File: src/rtl/button_reader_pkg.sv
// button_reader_pkg: shared types and default constants for the debounced
// button reader and its per-channel debounce slice.
package button_reader_pkg;

    // Per-channel debounce FSM states.
    typedef enum logic {
        ST_STABLE = 1'b0,   // level agrees with the synchronized sample
        ST_SETTLE = 1'b1    // sample differs, counting consecutive differences
    } deb_state_t;

    // Defaults sized for a 100 MHz system clock.
    localparam int DEF_COUNT_WIDTH    = 32;
    localparam int DEF_DEBOUNCE_COUNT = 1_000_000;     // 10 ms
    localparam int DEF_HOLD_COUNT     = 100_000_000;   // 1 s
    localparam int DEF_INPUT_WIDTH    = 4;

endpackage

File: src/rtl/button_debounce_ch.sv
// button_debounce_ch: one debounced input channel.
// Two-flop synchronizer, consecutive-sample debounce FSM, registered level
// and one-cycle press/release pulses. With BUTTON_HOLD_EN defined, a hold
// counter also produces a single long-press pulse per press.
//
// state     | meaning
// ----------+-----------------------------------------------------------
// ST_STABLE | sample equals level, counter idle at 0
// ST_SETTLE | sample differs from level, counter = consecutive differing samples
module button_debounce_ch
    import button_reader_pkg::*;
#(
    parameter int COUNT_WIDTH    = DEF_COUNT_WIDTH,
    parameter int DEBOUNCE_COUNT = DEF_DEBOUNCE_COUNT,
    parameter int HOLD_COUNT     = DEF_HOLD_COUNT
) (
    input  logic clk,
    input  logic rst,
    input  logic btn_in,
    output logic level,
    output logic press,
    output logic release_evt,
    output logic hold
);

    localparam logic [COUNT_WIDTH-1:0] DEB_LAST = COUNT_WIDTH'(DEBOUNCE_COUNT - 1);
    localparam logic [COUNT_WIDTH-1:0] CNT_ONE  = COUNT_WIDTH'(1);
    localparam bit                     DEB_ONE  = (DEBOUNCE_COUNT == 1);

    logic                   sync1_q, sync1_d;
    logic                   sync2_q, sync2_d;
    deb_state_t             state_q, state_d;
    logic [COUNT_WIDTH-1:0] cnt_q, cnt_d;
    logic                   level_q, level_d;
    logic                   press_q, press_d;
    logic                   release_q, release_d;
    logic                   sample;
    logic                   accept;

    assign sample = sync2_q;

    // Synchronizer next-state: shift the raw pin through two stages.
    always_comb begin
        sync1_d = btn_in;
        sync2_d = sync1_q;
    end

    // Synchronizer registers.
    always_ff @(posedge clk or posedge rst) begin
        if (rst) begin
            sync1_q <= 1'b0;
            sync2_q <= 1'b0;
        end else begin
            sync1_q <= sync1_d;
            sync2_q <= sync2_d;
        end
    end

    // Debounce FSM next-state; accept fires on the DEBOUNCE_COUNT-th differing sample.
    always_comb begin
        state_d   = state_q;
        cnt_d     = cnt_q;
        level_d   = level_q;
        press_d   = 1'b0;
        release_d = 1'b0;
        accept    = 1'b0;
        case (state_q)
            ST_STABLE: begin
                cnt_d = '0;
                if (sample != level_q) begin
                    if (DEB_ONE) begin
                        accept = 1'b1;
                    end else begin
                        state_d = ST_SETTLE;
                        cnt_d   = CNT_ONE;
                    end
                end
            end
            ST_SETTLE: begin
                if (sample == level_q) begin
                    state_d = ST_STABLE;
                    cnt_d   = '0;
                end else if (cnt_q >= DEB_LAST) begin
                    accept = 1'b1;
                end else begin
                    cnt_d = cnt_q + CNT_ONE;
                end
            end
            default: begin
                state_d = ST_STABLE;
                cnt_d   = '0;
            end
        endcase
        if (accept) begin
            level_d   = sample;
            press_d   = sample;
            release_d = ~sample;
            state_d   = ST_STABLE;
            cnt_d     = '0;
        end
    end

    // Debounce FSM state, counter and registered outputs.
    always_ff @(posedge clk or posedge rst) begin
        if (rst) begin
            state_q   <= ST_STABLE;
            cnt_q     <= '0;
            level_q   <= 1'b0;
            press_q   <= 1'b0;
            release_q <= 1'b0;
        end else begin
            state_q   <= state_d;
            cnt_q     <= cnt_d;
            level_q   <= level_d;
            press_q   <= press_d;
            release_q <= release_d;
        end
    end

    assign level       = level_q;
    assign press       = press_q;
    assign release_evt = release_q;

`ifdef BUTTON_HOLD_EN
    localparam logic [COUNT_WIDTH-1:0] HOLD_LAST = COUNT_WIDTH'(HOLD_COUNT - 1);
    localparam logic [COUNT_WIDTH-1:0] HOLD_MAX  = COUNT_WIDTH'(HOLD_COUNT);

    logic [COUNT_WIDTH-1:0] hold_cnt_q, hold_cnt_d;
    logic                   hold_q, hold_d;

    // Hold counter next-state: counts high cycles since press, saturates at HOLD_COUNT.
    always_comb begin
        hold_cnt_d = hold_cnt_q;
        hold_d     = 1'b0;
        if (!level_q || release_d) begin
            // Counter sits at 0 while low, so it starts from 0 on the press edge.
            hold_cnt_d = '0;
        end else if (hold_cnt_q < HOLD_MAX) begin
            hold_cnt_d = hold_cnt_q + CNT_ONE;
            hold_d     = (hold_cnt_q == HOLD_LAST);
        end
    end

    // Hold counter and registered hold pulse.
    always_ff @(posedge clk or posedge rst) begin
        if (rst) begin
            hold_cnt_q <= '0;
            hold_q     <= 1'b0;
        end else begin
            hold_cnt_q <= hold_cnt_d;
            hold_q     <= hold_d;
        end
    end

    assign hold = hold_q;
`else
    assign hold = 1'b0;
`endif

endmodule

File: src/rtl/button_reader.sv
// button_reader: INPUT_WIDTH independent debounced push-button channels.
// Optional long-press detection is enabled by defining BUTTON_HOLD_EN;
// without it the hold output is constant 0 and HOLD_COUNT is ignored.
// The release pulse port is named release_evt because "release" is a
// reserved SystemVerilog keyword.
module button_reader
    import button_reader_pkg::*;
#(
    parameter int COUNT_WIDTH    = DEF_COUNT_WIDTH,
    parameter int DEBOUNCE_COUNT = DEF_DEBOUNCE_COUNT,
    parameter int HOLD_COUNT     = DEF_HOLD_COUNT,
    parameter int INPUT_WIDTH    = DEF_INPUT_WIDTH
) (
    input  logic                   clk,
    input  logic                   rst,
    input  logic [INPUT_WIDTH-1:0] btn_in,
    output logic [INPUT_WIDTH-1:0] level,
    output logic [INPUT_WIDTH-1:0] press,
    output logic [INPUT_WIDTH-1:0] release_evt,
    output logic [INPUT_WIDTH-1:0] hold
);

    // One independent debounce slice per input pin.
    for (genvar i = 0; i < INPUT_WIDTH; i++) begin : g_ch
        button_debounce_ch #(
            .COUNT_WIDTH   (COUNT_WIDTH),
            .DEBOUNCE_COUNT(DEBOUNCE_COUNT),
            .HOLD_COUNT    (HOLD_COUNT)
        ) u_ch (
            .clk        (clk),
            .rst        (rst),
            .btn_in     (btn_in[i]),
            .level      (level[i]),
            .press      (press[i]),
            .release_evt(release_evt[i]),
            .hold       (hold[i])
        );
    end

endmodule

File: config.mk
export PLATFORM = sky130hd
export DESIGN_NAME = button_reader
export DESIGN_NICKNAME = d
export VERILOG_FILES = /design/src/rtl/button_reader_pkg.sv /design/src/rtl/button_debounce_ch.sv /design/src/rtl/button_reader.sv
export SDC_FILE = /design/constraint.sdc
export NUM_CORES = 1
export LEC_CHECK = 0
export CAP_MARGIN = 5
export CORE_MARGIN = 2
export CORE_UTILIZATION = 45
export DETAILED_ROUTE_END_ITERATION = 10
export PLACE_DENSITY_LB_ADDON = 0.05
export SYNTH_ARGS = -nofsm -noshare
export SYNTH_HDL_FRONTEND = slang
export SYNTH_SLANG_ARGS = --single-unit
File: constraint.sdc
create_clock -name clk -period 5.1 [get_ports clk]
set_input_delay 1.02 -clock clk [delete_from_list [all_inputs] [get_ports clk]]
set_output_delay 1.02 -clock clk [all_outputs]
set_load 0.03 [all_outputs]
======== Word-level counts from Yosys, hierarchy flattened ========
Cells that the tools add are included.
operators by class
  $add $sub $neg .......................... 4
  order comparisons ....................... 4
  eq/ne operators ......................... 12
  muxes and demuxes ....................... 56
  bitwise logic cells ..................... 8
operators by type and width
  kind                     number
  $mux W32                 12
  $pmux W32 S2             4
  $add A32 B1 Y32 const B  4
  $ge A32 B20 Y1 const B   4
  $mux W1                  36
  $ne A4 B4 Y1 const B     4
  $not A1 Y1               8
  $pmux W1 S2              4
  $eq A1 B1 Y1             4
  $ne A1 B1 Y1             4
storage, ports and cells
  register bits ........................... 152
  input port bits ......................... 6
  word-level logic and storage cells ...... 112

======== Longest topological paths before layout ========
  depth in word-level cells ............... 5
  mapped depth ............................ 9

======== Hierarchy ========
A second synthesis with hierarchy kept.
unflattened totals
  cells, all modules ...................... 604
  area, all modules ....................... 6836.6 µm²
modules (own cells, without submodules)
  module              instances  cells each  area an instance (µm²)  seq. area each (µm²)
  button_debounce_ch  4          151         1709.1                  950.9

======== Worst setup path before layout ========
No wires, ideal clock.
  path kind ............................... flip-flop to flip-flop
  start point ............................. reg g_ch[1].u_ch.cnt_q[0]
  end point ............................... reg g_ch[1].u_ch.cnt_q[5]
  data arrival time ....................... 1952 ps
  required time ........................... 5028 ps
  slack ................................... 3076 ps
  stages on the path, launching flop included .. 10
  path buffers ............................ 3
  path through ............................ dfrtp_1 > ha_1 > and4_1 > buf_2 > nand2_1 > a2111oi_2 > or4_1 > buf_6 > buf_6 > nor2_1
between the ends
  word-level cells in the longest chain between the ends .. 5
  elaborated cells on any way between the ends .. 10
  those cells by class .................... 1 x add/sub; 1 x order compare; 1 x eq/ne; 7 x mux
ends and longest elaborated chain
  item                                               RTL line                                            RTL
  start, declared                                    button_debounce_ch.sv:33                            logic [COUNT_WIDTH-1:0] cnt_q, cnt_d;
  start signal, assigned                             button_debounce_ch.sv:113                           cnt_q <= cnt_d;
  $add A32 B1 Y32 or $ge A32 B20 Y1 (tied branches)  button_debounce_ch.sv:86, button_debounce_ch.sv:83
  $mux W32 or $mux W1 (tied branches)                button_debounce_ch.sv:83                            end else if (cnt_q >= DEB_LAST) begin
  $mux W32 or $mux W1 (tied branches)                button_debounce_ch.sv:80                            if (sample == level_q) begin
  $pmux W32 S2 or $mux W1 (tied branches)            button_debounce_ch.sv:67                            case (state_q)
  $mux W32 or $ne A4 B4 Y1 (tied branches)           -
Parallel ways exist; a longest one is shown, timed or not. The select of a mux whose other input is x is not followed.
A chain may end at the register's enable or synchronous reset.

======== Worst setup path in the final report ========
  start point ............................. reg g_ch[3].u_ch.level_q
  end point ............................... out level[3]
RTL lines
  item                    RTL line                   RTL
  start, declared         button_debounce_ch.sv:34   logic level_q, level_d;
  start signal, assigned  button_debounce_ch.sv:114  level_q <= level_d;
  end, declared           button_reader.sv:17        output logic [INPUT_WIDTH-1:0] level,
No word-level cell between the ends.

==> flow_summary.json <==
{
  "outcome": "finished, final reports clean",
  "fin_area_sq_um": 7190,
  "ff2ff_setup_slack_ps": 2710,
  "multi_input_area_sq_um": 2370,
  "tns_ps": 0,
  "antenna_left": 0,
  "yosys_register_bits": 152,
  "cts-root-buf": "clkbuf_16",
  "p_leak_uw": 0.00296,
  "io_pins": 22,
  "vias_per_cell": 4.77,
  "drc": 0,
  "synth_seq_area_share_pct": 61.5,
  "dpl_cell_area_sq_um": 6630,
  "worst_slack_ps": 2510,
  "critPathTopFamily": "buffers and inverters",
  "grt_pass1_wl_mm": 17.9,
  "die_h_um": 121,
  "yosysTopAreaCell": "dfrtp_1",
  "num_antenna_cells": 0,
  "path_class": "reg -> out",
  "cp.required_ps": 4080,
  "powerDensity_nw_per_um2": 388,
  "grt_max_degree": 75,
  "dr.pass1.iters": 4,
  "fp.coreArea_sq_um": 13300,
  "mostFrequentLayoutCell": "dfrtp_1",
  "ys.flop_type": "dfrtp_1",
  "clockBufferDepth": 2,
  "worst-path-buf-inv": 1,
  "path_max_fanout": 6,
  "initial_core_util_pct": 46.3,
  "async_reset_ff_share_pct": 100,
  "totalWireLength_mm": 10.1,
  "cts_hold_buf": 0,
  "syn-instance-count": 551,
  "syn_area_per_cell_sq_um": 11.2,
  "final.fill_count": 1217,
  "layout_common_cells": "152 x dfrtp_1, 106 x nor2_1, 52 x conb_1",
  "hold_path.class": "reg -> reg",
  "synth_warnings": 0,
  "slew_violations": 0,
  "cts-resized-gates": 0,
  "netlist_area_sq_um": 6180,
  "grt_pass1_vias": 3918,
  "rsz0062_at_grt": "no",
  "synth_top_area_share_pct": 61.5,
  "portBuffers": 17,
  "fmax_mhz": 385,
  "cts_tree": "built",
  "avgRoutedWirePerCell_um": 12.5,
  "place_inst": 774,
  "h-tree-depth": 4,
  "cp_slowest_cell": "clkdlybuf4s50_1",
  "insertion_delay_ps": 420,
  "clk_pin_slew_worst_paths_ps": 60,
  "slew_headroom_pct": 38.5,
  "vdd_drop_max_v": 0.000227,
  "arrival_ps": 1570,
  "seq_area_sq_um": 3800,
  "post-dp-hpwl_mm": 6.48,
  "drive_gt1_share_pct": 6.35,
  "finalCoreUtilization_pct": 53.8,
  "dp_worst_setup_slack_ps": 2460,
  "maxCapViolCount": 0,
  "die_area_sq_um": 14700,
  "critPathLaunchType": "flop",
  "skew_ps": 6.11,
  "num_vias": 3848,
  "grt_overflow": 0,
  "worstSetupEndpointType": "output port",
  "gp_congestion": 0.757,
  "hold_violations": 0,
  "post-route-period-util_pct": 50.9,
  "antenna_found_initial": 0,
  "grt_usage_pct": 15.7,
  "nets": 627,
  "slowest_delay_ps": 710,
  "layout_min_cycle_time_ps": 2590,
  "cts_setup_buffers": 0,
  "synth_edf_count": 0,
  "worstMarginPinSlew_ps": 915,
  "row_count": 42,
  "fin_cells": 806,
  "drt_iter0_markers": 237,
  "synth_cell_types": 39,
  "die_w_um": 121,
  "clock_sinks": 152,
  "path_cells": "clkdlybuf4s50_1",
  "synthTopCellsByArea": "dfrtp_1 62%, nor2_1 6.4%, xor2_1 5.8%, xnor2_1 5.1%, nand3_1 2.4%",
  "setup_viol": 0,
  "numCtsBuffers": 17,
  "syn2layout_area_growth_pct": 16.2
}
-- metrics by stage --
| stage | hold WS [ps] | total power (uW) |
|---|---|---|
| 5_1_grt | 358 | 2930 |
| 2_1_floorplan | 331 | 1590 |
| 3_5_place_dp | 337 | 1650 |
| 6_report | 348 | 2790 |
| 4_1_cts | 351 | 2840 |
| 3_3_place_gp | 333 | 1640 |
-- synthesized netlist by cell type, types with 3 or more instances --
library cell	instances
a211oi_1	4
a21boi_0	3
a21oi_1	4
and3_1	12
and4_1	3
buf_4	16
clkbuf_1	3
dfrtp_1	152
ha_1	4
inv_1	11
mux2_2	4
nand2_1	32
nand2b_1	4
nand3_1	30
nand4_1	21
nor2_1	106
nor3_1	11
nor3b_1	7
nor4_1	19
o21ai_0	4
xnor2_1	36
xor2_1	41
-- state kept, by name, summed over array words and instances, names as in the netlist --
signal,count
g_ch.u_ch.cnt_q,128
g_ch.u_ch.level,4
g_ch.u_ch.state_q,4
g_ch.u_ch.sync1_q,4
g_ch.u_ch.press,4
g_ch.u_ch.sample,4
g_ch.u_ch.release_evt,4
-- layout make-up --
type | instances | area share, %
multi-input cells | 416 | 32.9
repair buffers | 19 | 2.75
clock buffers | 24 | 6.70
well taps | 176 | 3.06
clock inverters | 8 | 0.993
inverters | 11 | 0.627
flip-flops and latches | 152 | 52.9
-- where the power goes --
group	internal, uW	switching, uW	total, uW
Sequential	1290	62.0	1350
Combinational	120	156	275
Clock	706	459	1170
-- path summary, 6_finish.rpt --
path                                        from                     to  depth (start not counted)
setup / recovery              g_ch[3].u_ch.level               level[3]                          1
hold / removal              g_ch[3].u_ch.sync1_q    g_ch[3].u_ch.sample                          0
setup reg to reg           g_ch[0].u_ch.cnt_q[0]  g_ch[0].u_ch.cnt_q[5]                          6
hold reg to reg             g_ch[3].u_ch.sync1_q    g_ch[3].u_ch.sample                          0
max in group asynchronous                    rst  g_ch[1].u_ch.cnt_q[4]                          3
min in group asynchronous                    rst     g_ch[3].u_ch.press                          2
-- per-layer routing --
metal	wire, um	share of wire [%]	GRT usage (%)	up-vias
met5	0	0	0	-
met4	125	1.2	5.60	0
met3	328	3.3	5.50	11
met2	4530	45	24.2	45
met1	5070	50	20.6	1867
li1	-	-	-	1925
-- kinds of logic (layout without fill, tap and decap cells) --
logic type	after synthesis	in the layout	share of synthesized area [%]
adders and majority gates	4	4	0.809
other	1	52	0.0606
and+or+nand+nor	259	259	20.3
buffers and inverters	34	62	3.32
xor gates and xnor gates	77	77	10.9
AOI/OAI and AO/OA	20	20	2.37
DFF	152	152	61.5
muxes	4	4	0.728
No activity file was read; power rests on OpenSTA's default activity.
